[config.mk]
export PLATFORM = sky130hd
export DESIGN_NAME = score_display_ctrl_flat
export DESIGN_NICKNAME = d
export VERILOG_FILES = /design/src/rtl/score_display_ctrl_pkg.sv /design/src/rtl/score_display_ctrl_if.sv /design/src/rtl/score_display_ctrl_bcd_digit_add.sv /design/src/rtl/score_display_ctrl.sv /design/src/flat_wrapper.sv
export SDC_FILE = /design/constraint.sdc
export NUM_CORES = 1
export LEC_CHECK = 0
export ABC_AREA = 1
export BUFFER_PORTS_ARGS = -buffer_cell sky130_fd_sc_hd__clkbuf_2
export CAP_MARGIN = 20
export CORE_ASPECT_RATIO = 1.2
export CORE_MARGIN = 2
export CORE_UTILIZATION = 56
export CTS_CLUSTER_DIAMETER = 30
export DETAILED_ROUTE_END_ITERATION = 10
export GPL_ROUTABILITY_DRIVEN = 0
export PLACE_DENSITY = 0.88
export SLEW_MARGIN = 20
export SYNTH_ARGS = -nofsm -noshare
export SYNTH_HDL_FRONTEND = slang
export SYNTH_SLANG_ARGS = --single-unit
[constraint.sdc]
create_clock -name clk -period 3.7 [get_ports clk]
set_clock_uncertainty 0.2 [all_clocks]
set_input_delay 0.37 -clock clk [delete_from_list [all_inputs] [get_ports clk]]
set_output_delay 0.37 -clock clk [all_outputs]
set_load 0.1 [all_outputs]
[src/rtl/score_display_ctrl_pkg.sv]
// Shared video definitions for the score display path: glyph geometry,
// the blank digit code, the BCD digit type and the adder state encoding.
package video_pkg;
  localparam int         GLYPH_W     = 16;
  localparam int         GLYPH_H     = 10;
  localparam logic [3:0] BLANK_DIGIT = 4'hF;

  typedef logic [3:0] bcd_t;

  typedef enum logic {S_IDLE, S_ADD} add_state_e;

  // Clamp an add amount to a legal BCD digit.
  function automatic bcd_t bcd_sat(input logic [3:0] v);
    return (v > 4'd9) ? 4'd9 : v;
  endfunction
endpackage

[src/rtl/score_display_ctrl_if.sv]
// Score update port: add request handshake plus the clear strobe.
interface score_display_ctrl_if;
  import video_pkg::*;
  logic add_valid;
  bcd_t add_value;
  logic add_ready;
  logic clr;

  modport master (output add_valid, add_value, clr, input add_ready);
  modport slave  (input add_valid, add_value, clr, output add_ready);
endinterface

[src/rtl/score_display_ctrl_bcd_digit_add.sv]
// Single BCD digit adder; the second operand may be a full digit so the
// first step of an add can inject the whole amount as the carry.
module bcd_digit_add
  import video_pkg::*;
(
  input  bcd_t       i_a,
  input  logic [3:0] i_b,
  output bcd_t       o_sum,
  output logic       o_carry
);
  logic [4:0] w_s;
  assign w_s     = {1'b0, i_a} + {1'b0, i_b};
  assign o_carry = (w_s >= 5'd10);
  assign o_sum   = o_carry ? 4'(w_s - 5'd10) : w_s[3:0];
endmodule

[src/rtl/score_display_ctrl.sv]
// BCD score register with a digit-serial adder, a vsync-aligned display
// snapshot and raster scheduling of the digit slots.
// Optional: define SCORE_LEADING_ZERO_BLANK_EN to blank leading zeros.
module score_display_ctrl
  import video_pkg::*;
#(
  parameter int NUM_DIGITS = 4,
  parameter int X0         = 64,
  parameter int Y0         = 32
)(
  input  logic                 clk,
  input  logic                 reset,
  input  logic [8:0]           hpos,
  input  logic [8:0]           vpos,
  input  logic                 vsync,
  score_display_ctrl_if.slave  bus,
  output bcd_t                 digit,
  output logic [2:0]           xofs,
  output logic [2:0]           yofs,
  output logic                 in_window,
  output logic                 overflow
);
  localparam int         IDXW = (NUM_DIGITS > 1) ? $clog2(NUM_DIGITS) : 1;
  // Window bounds held at 10 bits so X0+W near the top of the range cannot wrap.
  localparam logic [9:0] XLO  = 10'(X0);
  localparam logic [9:0] XHI  = 10'(X0 + GLYPH_W * NUM_DIGITS);
  localparam logic [9:0] YLO  = 10'(Y0);
  localparam logic [9:0] YHI  = 10'(Y0 + GLYPH_H);

  add_state_e                 r_state;
  logic [IDXW-1:0]            r_idx;
  bcd_t                       r_carry;
  bcd_t [NUM_DIGITS-1:0]      r_acc, r_shadow;
  logic                       r_ovf, r_pend, r_copy, r_vs_d, r_ready;

  bcd_t       w_sum;
  logic       w_cout, w_last, w_vs_rise, w_copy, w_in;
  logic [8:0] w_dx, w_dy;
  bcd_t       w_dig;

  bcd_digit_add u_add (
    .i_a     (r_acc[r_idx]),
    .i_b     (r_carry),
    .o_sum   (w_sum),
    .o_carry (w_cout)
  );

  assign w_last    = (r_idx == IDXW'(NUM_DIGITS - 1));
  assign w_vs_rise = vsync & ~r_vs_d;
  // Copy either right after an idle vsync or as soon as a deferred one can land.
  assign w_copy    = r_copy | (r_pend & (r_state == S_IDLE));

  assign bus.add_ready = r_ready;
  assign overflow      = r_ovf;

  // Adder FSM, clear handling and snapshot scheduling.
  always_ff @(posedge clk or posedge reset) begin
    if (reset) begin
      r_state  <= S_IDLE;
      r_idx    <= '0;
      r_carry  <= '0;
      r_acc    <= '0;
      r_shadow <= '0;
      r_ovf    <= 1'b0;
      r_pend   <= 1'b0;
      r_copy   <= 1'b0;
      r_vs_d   <= 1'b0;
      r_ready  <= 1'b1;
    end else begin
      r_vs_d <= vsync;
      r_copy <= w_vs_rise & (r_state == S_IDLE);
      if (w_vs_rise && r_state == S_ADD) r_pend <= 1'b1;
      else if (r_pend && r_state == S_IDLE) r_pend <= 1'b0;
      if (w_copy) r_shadow <= r_acc;

      if (bus.clr) begin
        r_acc   <= '0;
        r_ovf   <= 1'b0;
        r_state <= S_IDLE;
        r_idx   <= '0;
        r_carry <= '0;
        r_ready <= 1'b1;
      end else begin
        case (r_state)
          S_IDLE: if (bus.add_valid) begin
            r_carry <= bcd_sat(bus.add_value);
            r_idx   <= '0;
            r_state <= S_ADD;
            r_ready <= 1'b0;
          end
          S_ADD: begin
            r_acc[r_idx] <= w_sum;
            r_carry      <= {3'b000, w_cout};
            r_idx        <= r_idx + 1'b1;
            if (!w_cout || w_last) begin
              r_state <= S_IDLE;
              r_ready <= 1'b1;
              if (w_cout) r_ovf <= 1'b1;
            end
          end
          default: r_state <= S_IDLE;
        endcase
      end
    end
  end

`ifdef SCORE_LEADING_ZERO_BLANK_EN
  logic [NUM_DIGITS-1:0] r_blank, w_blank;

  // Leading-zero mask of the value about to be snapshotted; LSD never blanks.
  always_comb begin
    logic nz;
    nz      = 1'b0;
    w_blank = '0;
    for (int k = NUM_DIGITS - 1; k > 0; k--) begin
      if (r_acc[k] != 4'd0) nz = 1'b1;
      w_blank[k] = ~nz;
    end
  end

  // Mask travels with the shadow copy so the display never tears.
  always_ff @(posedge clk or posedge reset) begin
    if (reset)       r_blank <= ~NUM_DIGITS'(1);
    else if (w_copy) r_blank <= w_blank;
  end
`endif

  assign w_dx = hpos - 9'(X0);
  assign w_dy = vpos - 9'(Y0);
  assign w_in = ({1'b0, hpos} >= XLO) && ({1'b0, hpos} < XHI) &&
                ({1'b0, vpos} >= YLO) && ({1'b0, vpos} < YHI);

  // Slot 0 is leftmost and carries the most significant digit.
  always_comb begin
    w_dig = BLANK_DIGIT;
    for (int i = 0; i < NUM_DIGITS; i++) begin
      if (w_dx[8:4] == 5'(i)) begin
        w_dig = r_shadow[NUM_DIGITS-1-i];
`ifdef SCORE_LEADING_ZERO_BLANK_EN
        if (r_blank[NUM_DIGITS-1-i]) w_dig = BLANK_DIGIT;
`endif
      end
    end
  end

  // Registered raster outputs, one pixel behind hpos/vpos.
  always_ff @(posedge clk or posedge reset) begin
    if (reset) begin
      digit     <= BLANK_DIGIT;
      xofs      <= '0;
      yofs      <= '0;
      in_window <= 1'b0;
    end else begin
      in_window <= w_in;
      digit     <= w_in ? w_dig : BLANK_DIGIT;
      xofs      <= w_in ? w_dx[3:1] : 3'd0;
      yofs      <= w_in ? w_dy[3:1] : 3'd0;
    end
  end
endmodule
[src/flat_wrapper.sv]
// flat-port wrapper written by rule: the top's interface ports become plain ports
module score_display_ctrl_flat import video_pkg::*;
#(
  parameter int NUM_DIGITS = 4,
  parameter int X0         = 64,
  parameter int Y0         = 32
)
  (clk, reset, hpos, vpos, vsync, digit, xofs, yofs, in_window, overflow, bus_add_valid, bus_add_value, bus_clr, bus_add_ready);
  score_display_ctrl_if bus_i ();
  input  logic clk;
  input  logic reset;
  input  logic [8:0] hpos;
  input  logic [8:0] vpos;
  input  logic vsync;
  output bcd_t digit;
  output logic [2:0] xofs;
  output logic [2:0] yofs;
  output logic in_window;
  output logic overflow;
  input wire logic [$bits(bus_i.add_valid)-1:0] bus_add_valid;
  input wire logic [$bits(bus_i.add_value)-1:0] bus_add_value;
  input wire logic [$bits(bus_i.clr)-1:0] bus_clr;
  output wire logic [$bits(bus_i.add_ready)-1:0] bus_add_ready;
  assign bus_i.add_valid = bus_add_valid;
  assign bus_i.add_value = bus_add_value;
  assign bus_i.clr = bus_clr;
  assign bus_add_ready = bus_i.add_ready;
  score_display_ctrl #(.NUM_DIGITS(NUM_DIGITS), .X0(X0), .Y0(Y0)) u_core (.clk(clk), .reset(reset), .hpos(hpos), .vpos(vpos), .vsync(vsync), .bus(bus_i), .digit(digit), .xofs(xofs), .yofs(yofs), .in_window(in_window), .overflow(overflow));
endmodule
==> results of run 1 <==
## how the worst min path moves through the flow
stage,startpoint,endpoint,slack (ns),cells after the start
after floorplan,vsync,u_core.r_vs_d$_DFF_PP0_,0.20,0
after global placement,u_core.bus.add_ready$_DFFE_PP1P_,u_core.bus.add_ready$_DFFE_PP1P_,0.25,2
after detailed placement,u_core.bus.add_ready$_DFFE_PP1P_,u_core.bus.add_ready$_DFFE_PP1P_,0.27,2
after CTS,hpos[2],u_core.xofs[1]$_DFF_PP0_,0.03,3
after global routing,hpos[1],u_core.xofs[0]$_DFF_PP0_,0.06,3
final,reset,u_core.r_acc[7]$_DFFE_PP0P_,0.009,2
## synth_stat cells, types with 2 or more instances
library cell  instances
inv_1                54
nand3_2               2
o21ai_1               9
clkbuf_1              2
ha_1                  9
a21oi_1              22
nor3_1                3
nand3_1              17
nor2_4                3
nor2_1               23
o21ai_0              38
dfstp_2               5
nor2_2                6
nand2_2               3
dfrtp_1              50
buf_2                 2
inv_2                 5
nand2_1              53
nand4_1               2
## logic make-up (layout without fill, tap and decap cells)
logic type      after synthesis  count (layout)
compound gates               73              73
fa+ha+maj                    10              10
simple gates                118             118
buf+inv                      64             107
flops                        55              55
## where the power goes
group | total (mW) | internal, mW | switching [mW] | leakage [nW]
logic | 0.144 | 0.0451 | 0.0991 | 0.705
registers | 0.638 | 0.625 | 0.0139 | 0.732
clock network | 0.406 | 0.204 | 0.202 | 0.0548
## routing by layer
| layer | vias up | GRT usage [%] |
|---|---|---|
| met3 | 20 | 3.36 |
| met2 | 69 | 38.4 |
| met4 | 0 | 11.6 |
| met5 | - | 0 |
| met1 | 1002 | 26.4 |
| li1 | 1110 | - |
## cell usage in the layout (no fill, tap or decap)
cell and n:
nor2_2 6, nor3b_1 1, clkinv_2 1, inv_6 1
o221ai_1 1, nand3_2 2, clkinv_1 1, nand2_2 3
o21bai_2 1, dlygate4sd3_1 1, o21ai_2 1, a22o_1 1
dfrtp_1 50, dfstp_2 5, clkinvlp_4 1, o21ai_0 38
clkbuf_2 37, nand4_4 1, nor3_1 3, nand4_1 2
buf_6 1, nand2_4 1, nor2_1 23, fa_1 1
inv_1 53, nor3_2 1, o21ai_1 9, a21oi_1 22
bufinv_16 1, nand3_1 17, inv_2 5, nand3b_1 1
clkbuf_8 5, nand2_1 53, nor2_4 3, ha_1 9
and2_1 1
## critical path, cell delays in order, from the launching register on
cell	delay, ns
dfrtp_1	0.51
inv_2	0.25
o21ai_0	0.12
a21oi_1	0.19
a21oi_1	0.07
ha_1	0.23
fa_1	0.40
inv_1	0.09
nand2_1	0.06
and2_1	0.15
ha_1	0.20
nand2_1	0.09
nand3_2	0.11
nand2_4	0.12
nand2_2	0.09
nand3_1	0.07
o21ai_0	0.08
## registers in the layout, summed over array words and instances, names as in the netlist, 2 cells and up
name             cells
u_core.r_acc        16
u_core.r_shadow     16
u_core.digit         4
u_core.r_carry       4
u_core.xofs          3
u_core.yofs          3
u_core.r_idx         2
## cell type report
type	instances	area, sq um
Inverter	60	226
Fill cell	382	1540
Timing Repair Buffer	39	206
Tap cell	58	72.6
Multi-Input combinational cell	201	1090
Sequential cell	55	1380
Clock buffer	5	68.8
Clock inverter	3	46.3
==> impl_metrics.ini, run 1 <==
[run_status]
status = completed

[global_route]
antenna_found_initial = 0
grt_usage_pct = 22.3
first_global_vias = 2117
grt_first_pass_wirelength_um = 9140
grt_overflow_total = 0
grt_max_degree = 56

[cts]
clkSinkCount = 55
postCtsSetupBuffers = 0
cts_root_buf = clkbuf_8
cts_tree = done
clock_latency_ns = 0.31
holdBufCountCts = 1
clk_pin_slew_ns = 0.10
cts-buffers-inserted = 5
cts.repair.resized = 0
ctsHtreeMaxLevel = 2
cts_buffer_depth = 2

[setup_path]
reg2reg_from = u_core.r_idx[0]$_DFFE_PP0P_
reg2reg_slack_ns = 0.55
cp-start-kind = flop
worstRegToRegCells = 16
end_kind = flop
cp.required_ns = 3.68
reg2reg_to = u_core.r_acc[14]$_DFFE_PP0P_
cp_max_fo = 14
critPathLaunch = u_core.r_idx[0]$_DFFE_PP0P_
crit_end = u_core.r_acc[14]$_DFFE_PP0P_
critPathKind = flop to flop
cp.arrival_ns = 3.12

[pwr]
finalPower_mw = 1.19
p_leak_nw = 1.49
peakVddDrop_mv = 0.223
p_per_area_mw_per_mm2 = 385

[finish]
diodes = 0
syn2layout_area_growth_pct = 13.9
drive_gt1_share_pct = 20.9
final_util_pct = 66.8
final_area_sq_mm = 0.00309
final_nets = 399
final-instance-count-excl-fill = 421

[sta]
fin_ws_ns = 0.551
setup_violations = 0
rsz0062_at_grt = false
fin_crit_ns = 3.15
fin_hold_ws_ns = 0.00921
slew_headroom_pct = 38.7
finalSetupTns_ns = 0
final-hold-violation-count = 0
fin_crit_sh_pct = 85.1
max_freq_mhz = 318
slew_violations = 0
tightest_slew_ns = 0.918

[run]
maxCapViolations = 0

[floorplanning]
initial_utilization_pct = 58.6
die_h_um = 80.2
core_region_area_sq_mm = 0.00463
row_count = 27
die-area_sq_mm = 0.00542
fp.dieW_um = 67.5
boundaryPins = 40

[synth]
synth_seq_cells = 55
async_flop_share_pct = 100
synth_top_family_by_area = simple AND/OR/NAND/NOR gates
netlist_instances = 320
syn_area_per_cell_sq_um = 8.48
synth_edf_count = 0
yosysUniqueCellTypes = 31
yosysTopAreaCellShare_pct = 46.1
yosys.area_share.simple_pct = 21.1
syn_area_sq_mm = 0.00271
synthFlopType = dfrtp_1
yosysSeqAreaShare_pct = 51.0
synth_nets = 357
ys_warn_count = 0
synthMuxAreaShare_pct = 0
synth_top_area_cell = dfrtp_1
synth_area_leaders = dfrtp_1 46%, inv_1 7.5%, nand2_1 7.3%
yosys.area_share.xor_xnor_pct = 0
synth_fa_ha_area_share_pct = 4.89
synth_compound_area_share_pct = 14.1

[routing]
drt_first_pass_iters = 5
met1_length_um = 2180
wirelength_um = 5330
route.detailed.drc = 0
via_per_inst = 5.23
wl_met2_um = 2680
met3_length_um = 250
wire_per_inst_um = 12.7
drt-initial-drc-count = 123
num_vias = 2201
detail-route-antenna-nets = 0
dr.max_layer_used = met4

[placed_design]
placed_cell_area_sq_mm = 0.00295
numPortBuffers = 37
dp.cells = 411
dp_hpwl_um = 3920
pre_cts_ws_ns = 0.608

[min_path]
min_path_type = input port to async pin
(Power assumes the default switching activity.)
==> run 2: changes to the inputs <==
--- a/config.mk
+++ b/config.mk
@@ -7,8 +7,6 @@
 export LEC_CHECK = 0
 export ABC_AREA = 1
 export BUFFER_PORTS_ARGS = -buffer_cell sky130_fd_sc_hd__clkbuf_2
-export CAP_MARGIN = 20
-export CORE_ASPECT_RATIO = 1.2
 export CORE_MARGIN = 2
 export CORE_UTILIZATION = 56
 export CTS_CLUSTER_DIAMETER = 30
==> run 2 against run 1 <==
Compared with the run above:
- flip-flop and latch count did not move
- worst setup slack improved by 0.036 ns
- via count fell by 0.68%
- die area barely moved
- largest cell class unchanged
- wire length rose by 1.2%
- maximum frequency rose by 1.2%
- non-clock buffer count fell by 1
- clock power fell by 3%
==> impl_metrics.ini, run 2 (synthesis gave the netlist of run 1 again) <==
[global_route]
grt_first_pass_wirelength_um = 9510
antenna_found_initial = 0
grt_max_degree = 56
first_global_vias = 2156
grt_usage_pct = 23.5
grt_overflow_total = 0

[setup_path]
cp.arrival_ns = 3.10
cp_max_fo = 14
cp.required_ns = 3.69
end_kind = flop
cp-start-kind = flop
critPathKind = flop to flop

[cts]
clkSinkCount = 55
postCtsSetupBuffers = 0
cts_tree = done
clock_latency_ns = 0.31
cts_buffer_depth = 2
ctsHtreeMaxLevel = 2
clk_pin_slew_ns = 0.09
cts-buffers-inserted = 5
cts_root_buf = clkbuf_8

[placed_design]
pre_cts_ws_ns = 0.619
placed_cell_area_sq_mm = 0.00295
numPortBuffers = 37
dp.cells = 407
dp_hpwl_um = 4030

[sta]
finalSetupTns_ns = 0
tightest_slew_ns = 0.919
slew_headroom_pct = 38.7
fin_crit_sh_pct = 84.1
max_freq_mhz = 321
fin_ws_ns = 0.588
fin_crit_ns = 3.11
rsz0062_at_grt = false
final-hold-violation-count = 0
fin_hold_ws_ns = 0.00275
setup_violations = 0
slew_violations = 0

[finish]
diodes = 0
top_regs = u_core.r_acc (16), u_core.r_shadow (16)
final_area_sq_mm = 0.00308
fillers = 401
syn2layout_area_growth_pct = 13.5
final_util_pct = 65.6
final_cell_mix = 53 x inv_1, 53 x nand2_1, 50 x dfrtp_1
final_nets = 398
drive_gt1_share_pct = 20.7
final-instance-count-excl-fill = 416

[floorplanning]
die_h_um = 73.6
boundaryPins = 40
row_count = 25
die-area_sq_mm = 0.00542
core_region_area_sq_mm = 0.00469
initial_utilization_pct = 57.8
fp.dieW_um = 73.6

[pwr]
peakVddDrop_mv = 0.246
p_per_area_mw_per_mm2 = 382
p_leak_nw = 1.49
finalPower_mw = 1.18

[routing]
wirelength_um = 5400
drt_first_pass_iters = 4
detail-route-antenna-nets = 0
route.detailed.drc = 0
via_per_inst = 5.25
drt-initial-drc-count = 99
wire_per_inst_um = 13.0
num_vias = 2186

[run]
maxCapViolations = 0

[run_status]
status = completed

[min_path]
min_path_type = input port to async pin
run 2: changes by cell type in the layout (fill, tap and decap cells not counted), sizes merged:
cell,delta
buf,-1
clkinvlp,-1
inv,-1
clkinv,+2
run 2: per-layer routing:
layer	vias to the layer above	track usage (%)	part of all wire, %
met1	1008	29.0	42
met2	65	38.6	50
li1	1100	-	-
met5	-	0	0
met4	0	11.9	3.4
met3	13	5.21	4.9
run 2: path summary, 6_finish.rpt:
path                                                   from                               end  slack, ns  cells after the start
hold / removal                                        reset       u_core.r_acc[7]$_DFFE_PP0P_      0.003                      2
setup / recovery                u_core.r_idx[0]$_DFFE_PP0P_      u_core.r_acc[13]$_DFFE_PP0P_       0.59                     16
hold reg to reg            u_core.bus.add_ready$_DFFE_PP1P_  u_core.bus.add_ready$_DFFE_PP1P_       0.27                      2
max in group asynchronous                             reset     u_core.r_carry[3]$_DFFE_PP0P_       2.76                      2
min in group clk                                    hpos[3]          u_core.xofs[2]$_DFF_PP0_       0.03                      3
setup reg to reg                u_core.r_idx[0]$_DFFE_PP0P_      u_core.r_acc[13]$_DFFE_PP0P_       0.59                     16
run 2: worst max-delay path, stage by stage (launching register included):
cell and delay, ns:
dfrtp_1 0.52, inv_2 0.25, o21ai_0 0.12, a21oi_1 0.15
a21oi_1 0.06, ha_1 0.22, fa_1 0.40, inv_1 0.09
nand2_1 0.06, and2_1 0.16, ha_1 0.20, nand2_1 0.08
nand3_2 0.10, nand2_4 0.12, nand2_2 0.09, nand3_1 0.09
o21ai_1 0.08
run 2: final cells by class:
class / instances / area [sq um] / area share [%]
Clock buffer: 5 / 68.8 / 2.23
Clock inverter: 3 / 43.8 / 1.42
Inverter: 60 / 226 / 7.35
Multi-Input combinational cell: 201 / 1090 / 35.6
Sequential cell: 55 / 1380 / 44.9
Tap cell: 54 / 67.6 / 2.19
Timing Repair Buffer: 38 / 195 / 6.34
run 2: power breakdown:
| part | internal, mW | switching, mW |
|---|---|---|
| Clock | 0.202 | 0.193 |
| Sequential | 0.625 | 0.0145 |
| Combinational | 0.0443 | 0.0980 |
| Total | 0.871 | 0.306 |
run 2: what timing repair did:
| action | CTS | global route |
|---|---|---|
| gates resized for setup | 0 | 0 |
| hold endpoints to repair | 1 | 0 |
| hold buffers | 1 | 0 |
==> run 3: changes to the inputs <==
--- a/config.mk
+++ b/config.mk
@@ -8,11 +8,11 @@
 export ABC_AREA = 1
 export BUFFER_PORTS_ARGS = -buffer_cell sky130_fd_sc_hd__clkbuf_2
 export CORE_MARGIN = 2
-export CORE_UTILIZATION = 56
+export CORE_UTILIZATION = 51
 export CTS_CLUSTER_DIAMETER = 30
 export DETAILED_ROUTE_END_ITERATION = 10
 export GPL_ROUTABILITY_DRIVEN = 0
-export PLACE_DENSITY = 0.88
+export PLACE_DENSITY = 0.85
 export SLEW_MARGIN = 20
 export SYNTH_ARGS = -nofsm -noshare
 export SYNTH_HDL_FRONTEND = slang
==> constraint.sdc (replaced) <==
create_clock -name clk -period 2.7 [get_ports clk]
set_clock_uncertainty 0.2 [all_clocks]
set_input_delay 0.27 -clock clk [delete_from_list [all_inputs] [get_ports clk]]
set_output_delay 0.27 -clock clk [all_outputs]
set_load 0.1 [all_outputs]
==> run 3 against run 2 <==
Compared with the run above:
- the run now ends with setup timing left
- largest cell class unchanged
- maximum frequency grew 15%
- worst setup slack lost 0.60 ns
- critical path depth shrank 1
- wire length grew 11%
- final cell count grew 11%
- register-to-register slack lost 0.60 ns
- hold slack lost 0.0015 ns
- combinational power grew 80%
- critical path type unchanged
- power grew 38%
- sequential power grew 37%
==> impl_metrics.ini, run 3 (synthesis gave the netlist of run 1 again) <==
[run_status]
status = complete, but fails checks
violations = setup timing

[pwr]
p_per_area_mw_per_mm2 = 475
p_leak_nw = 1.65
peakVddDrop_mv = 0.346
finalPower_mw = 1.63

[run]
maxCapViolations = 0

[setup_path]
path_cells = inv_2 -> o21ai_2 -> a21oi_2 -> a21oi_2 -> ha_2 -> fa_2 -> inv_2 -> nor2_1 -> nand3_1 -> nand2_2 -> nand3_4 -> nand2_4 -> nand2_4 -> nand3_1 -> o21ai_1
critPathKind = flop to flop
cp-start-kind = flop
cp.required_ns = 2.69
end_kind = flop
cp_max_fo = 6
cp.arrival_ns = 2.70
cp_slowest_cell = fa_2
slowest_delay_ns = 0.58
reg2reg_slack_ns = -0.009

[cts]
cts-buffers-inserted = 5
cts_buffer_depth = 2
clkSinkCount = 55
ctsHtreeMaxLevel = 2
clock_latency_ns = 0.32
clk_pin_slew_ns = 0.11
cts_tree = done
cts_root_buf = clkbuf_8

[routing]
via_per_inst = 5.08
detail-route-antenna-nets = 0
drt_first_pass_iters = 4
num_vias = 2337
drt-initial-drc-count = 194
route.detailed.drc = 0
wire_per_inst_um = 13.0
wirelength_um = 6000

[global_route]
grt_first_pass_wirelength_um = 10100
antenna_found_initial = 0
grt_usage_pct = 21.3
grt_overflow_total = 0
first_global_vias = 2278
grt_max_degree = 33

[finish]
drive_gt1_share_pct = 30.0
final_util_pct = 67.1
top_regs = u_core.r_acc (16), u_core.r_shadow (16)
final_cell_mix = 51 x inv_1, 51 x nand2_1, 50 x dfrtp_1
final_area_sq_mm = 0.00342
fillers = 407
diodes = 0
final-instance-count-excl-fill = 460
syn2layout_area_growth_pct = 26.2
final_nets = 426

[min_path]
min_path_type = input port to flop

[sta]
slew_headroom_pct = 64.7
fin_hold_ws_ns = 0.00127
fin_crit_ns = 2.71
fin_crit_sh_pct = 100
setup_violations = 1
fin_ws_ns = -0.00862
max_freq_mhz = 369
final-hold-violation-count = 0
slew_violations = 0
rsz0062_at_grt = true
finalSetupTns_ns = -0.00862
tightest_slew_ns = 0.525

[placed_design]
numPortBuffers = 37
dp_hpwl_um = 4270
dp.cells = 437
pre_cts_ws_ns = -0.0575
placed_cell_area_sq_mm = 0.00307

[floorplanning]
row_count = 26
core_region_area_sq_mm = 0.00511
die-area_sq_mm = 0.00592
initial_utilization_pct = 53.1
boundaryPins = 40
fp.dieW_um = 76.9
die_h_um = 76.9
==> run 3: power by group <==
group	switching [mW]	internal, mW
Clock	0.301	0.196
Sequential	0.0175	0.856
Combinational	0.157	0.0976
Total	0.476	1.15
==> run 3: worst max-delay path: cells and delay by family (launching register included) <==
kind / cells / cell delay [ns]
adder cells (fa/ha/maj): 2 / 0.78
AND/OR/NAND/NOR: 7 / 0.66
flip-flops: 1 / 0.42
AO/OA/AOI/OAI: 4 / 0.33
buffers and inverters: 2 / 0.18
==> run 3: area by class of cell <==
cell class,instances,area [sq um],area share [%]
Clock buffer,5,68.8,2.01
Clock inverter,3,33.8,0.986
Inverter,60,225,6.58
Multi-Input combinational cell,201,1190,34.9
Sequential cell,55,1380,40.4
Tap cell,70,87.6,2.56
Timing Repair Buffer,66,433,12.6
==> run 3: worst paths after layout <==
path / to / cells past startpoint / start
worst min-delay path: u_core.r_carry[1]$_DFFE_PP0P_ / 3 / bus_add_value[1]
worst max-delay path: u_core.r_acc[9]$_DFFE_PP0P_ / 15 / u_core.r_idx[0]$_DFFE_PP0P_
min in group asynchronous: u_core.r_shadow[4]$_DFFE_PP0P_ / 3 / reset
worst min register to register: u_core.bus.add_ready$_DFFE_PP1P_ / 2 / u_core.bus.add_ready$_DFFE_PP1P_
max in group asynchronous: u_core.digit[1]$_DFF_PP1_ / 4 / reset
worst max register to register: u_core.r_acc[9]$_DFFE_PP0P_ / 15 / u_core.r_idx[0]$_DFFE_PP0P_
==> run 3: what timing repair did <==
| item | in CTS | in global routing |
|---|---|---|
| hold endpoints to repair | 26 | 0 |
| hold buffers | 9 | 0 |
| setup endpoints to repair | 8 | 16 |
| gates resized for setup | 5 | 28 |
| setup buffers | 1 | 5 |
| pin swaps | 2 | 5 |
==> run 3: layer usage <==
layer | wire length [um] | vias up | global-route usage, %
met3 | 276 | 15 | 4.12
met5 | 0 | - | 0
li1 | - | 1154 | -
met1 | 2490 | 1092 | 25.7
met4 | 121 | 0 | 6.73
met2 | 3110 | 76 | 38.3
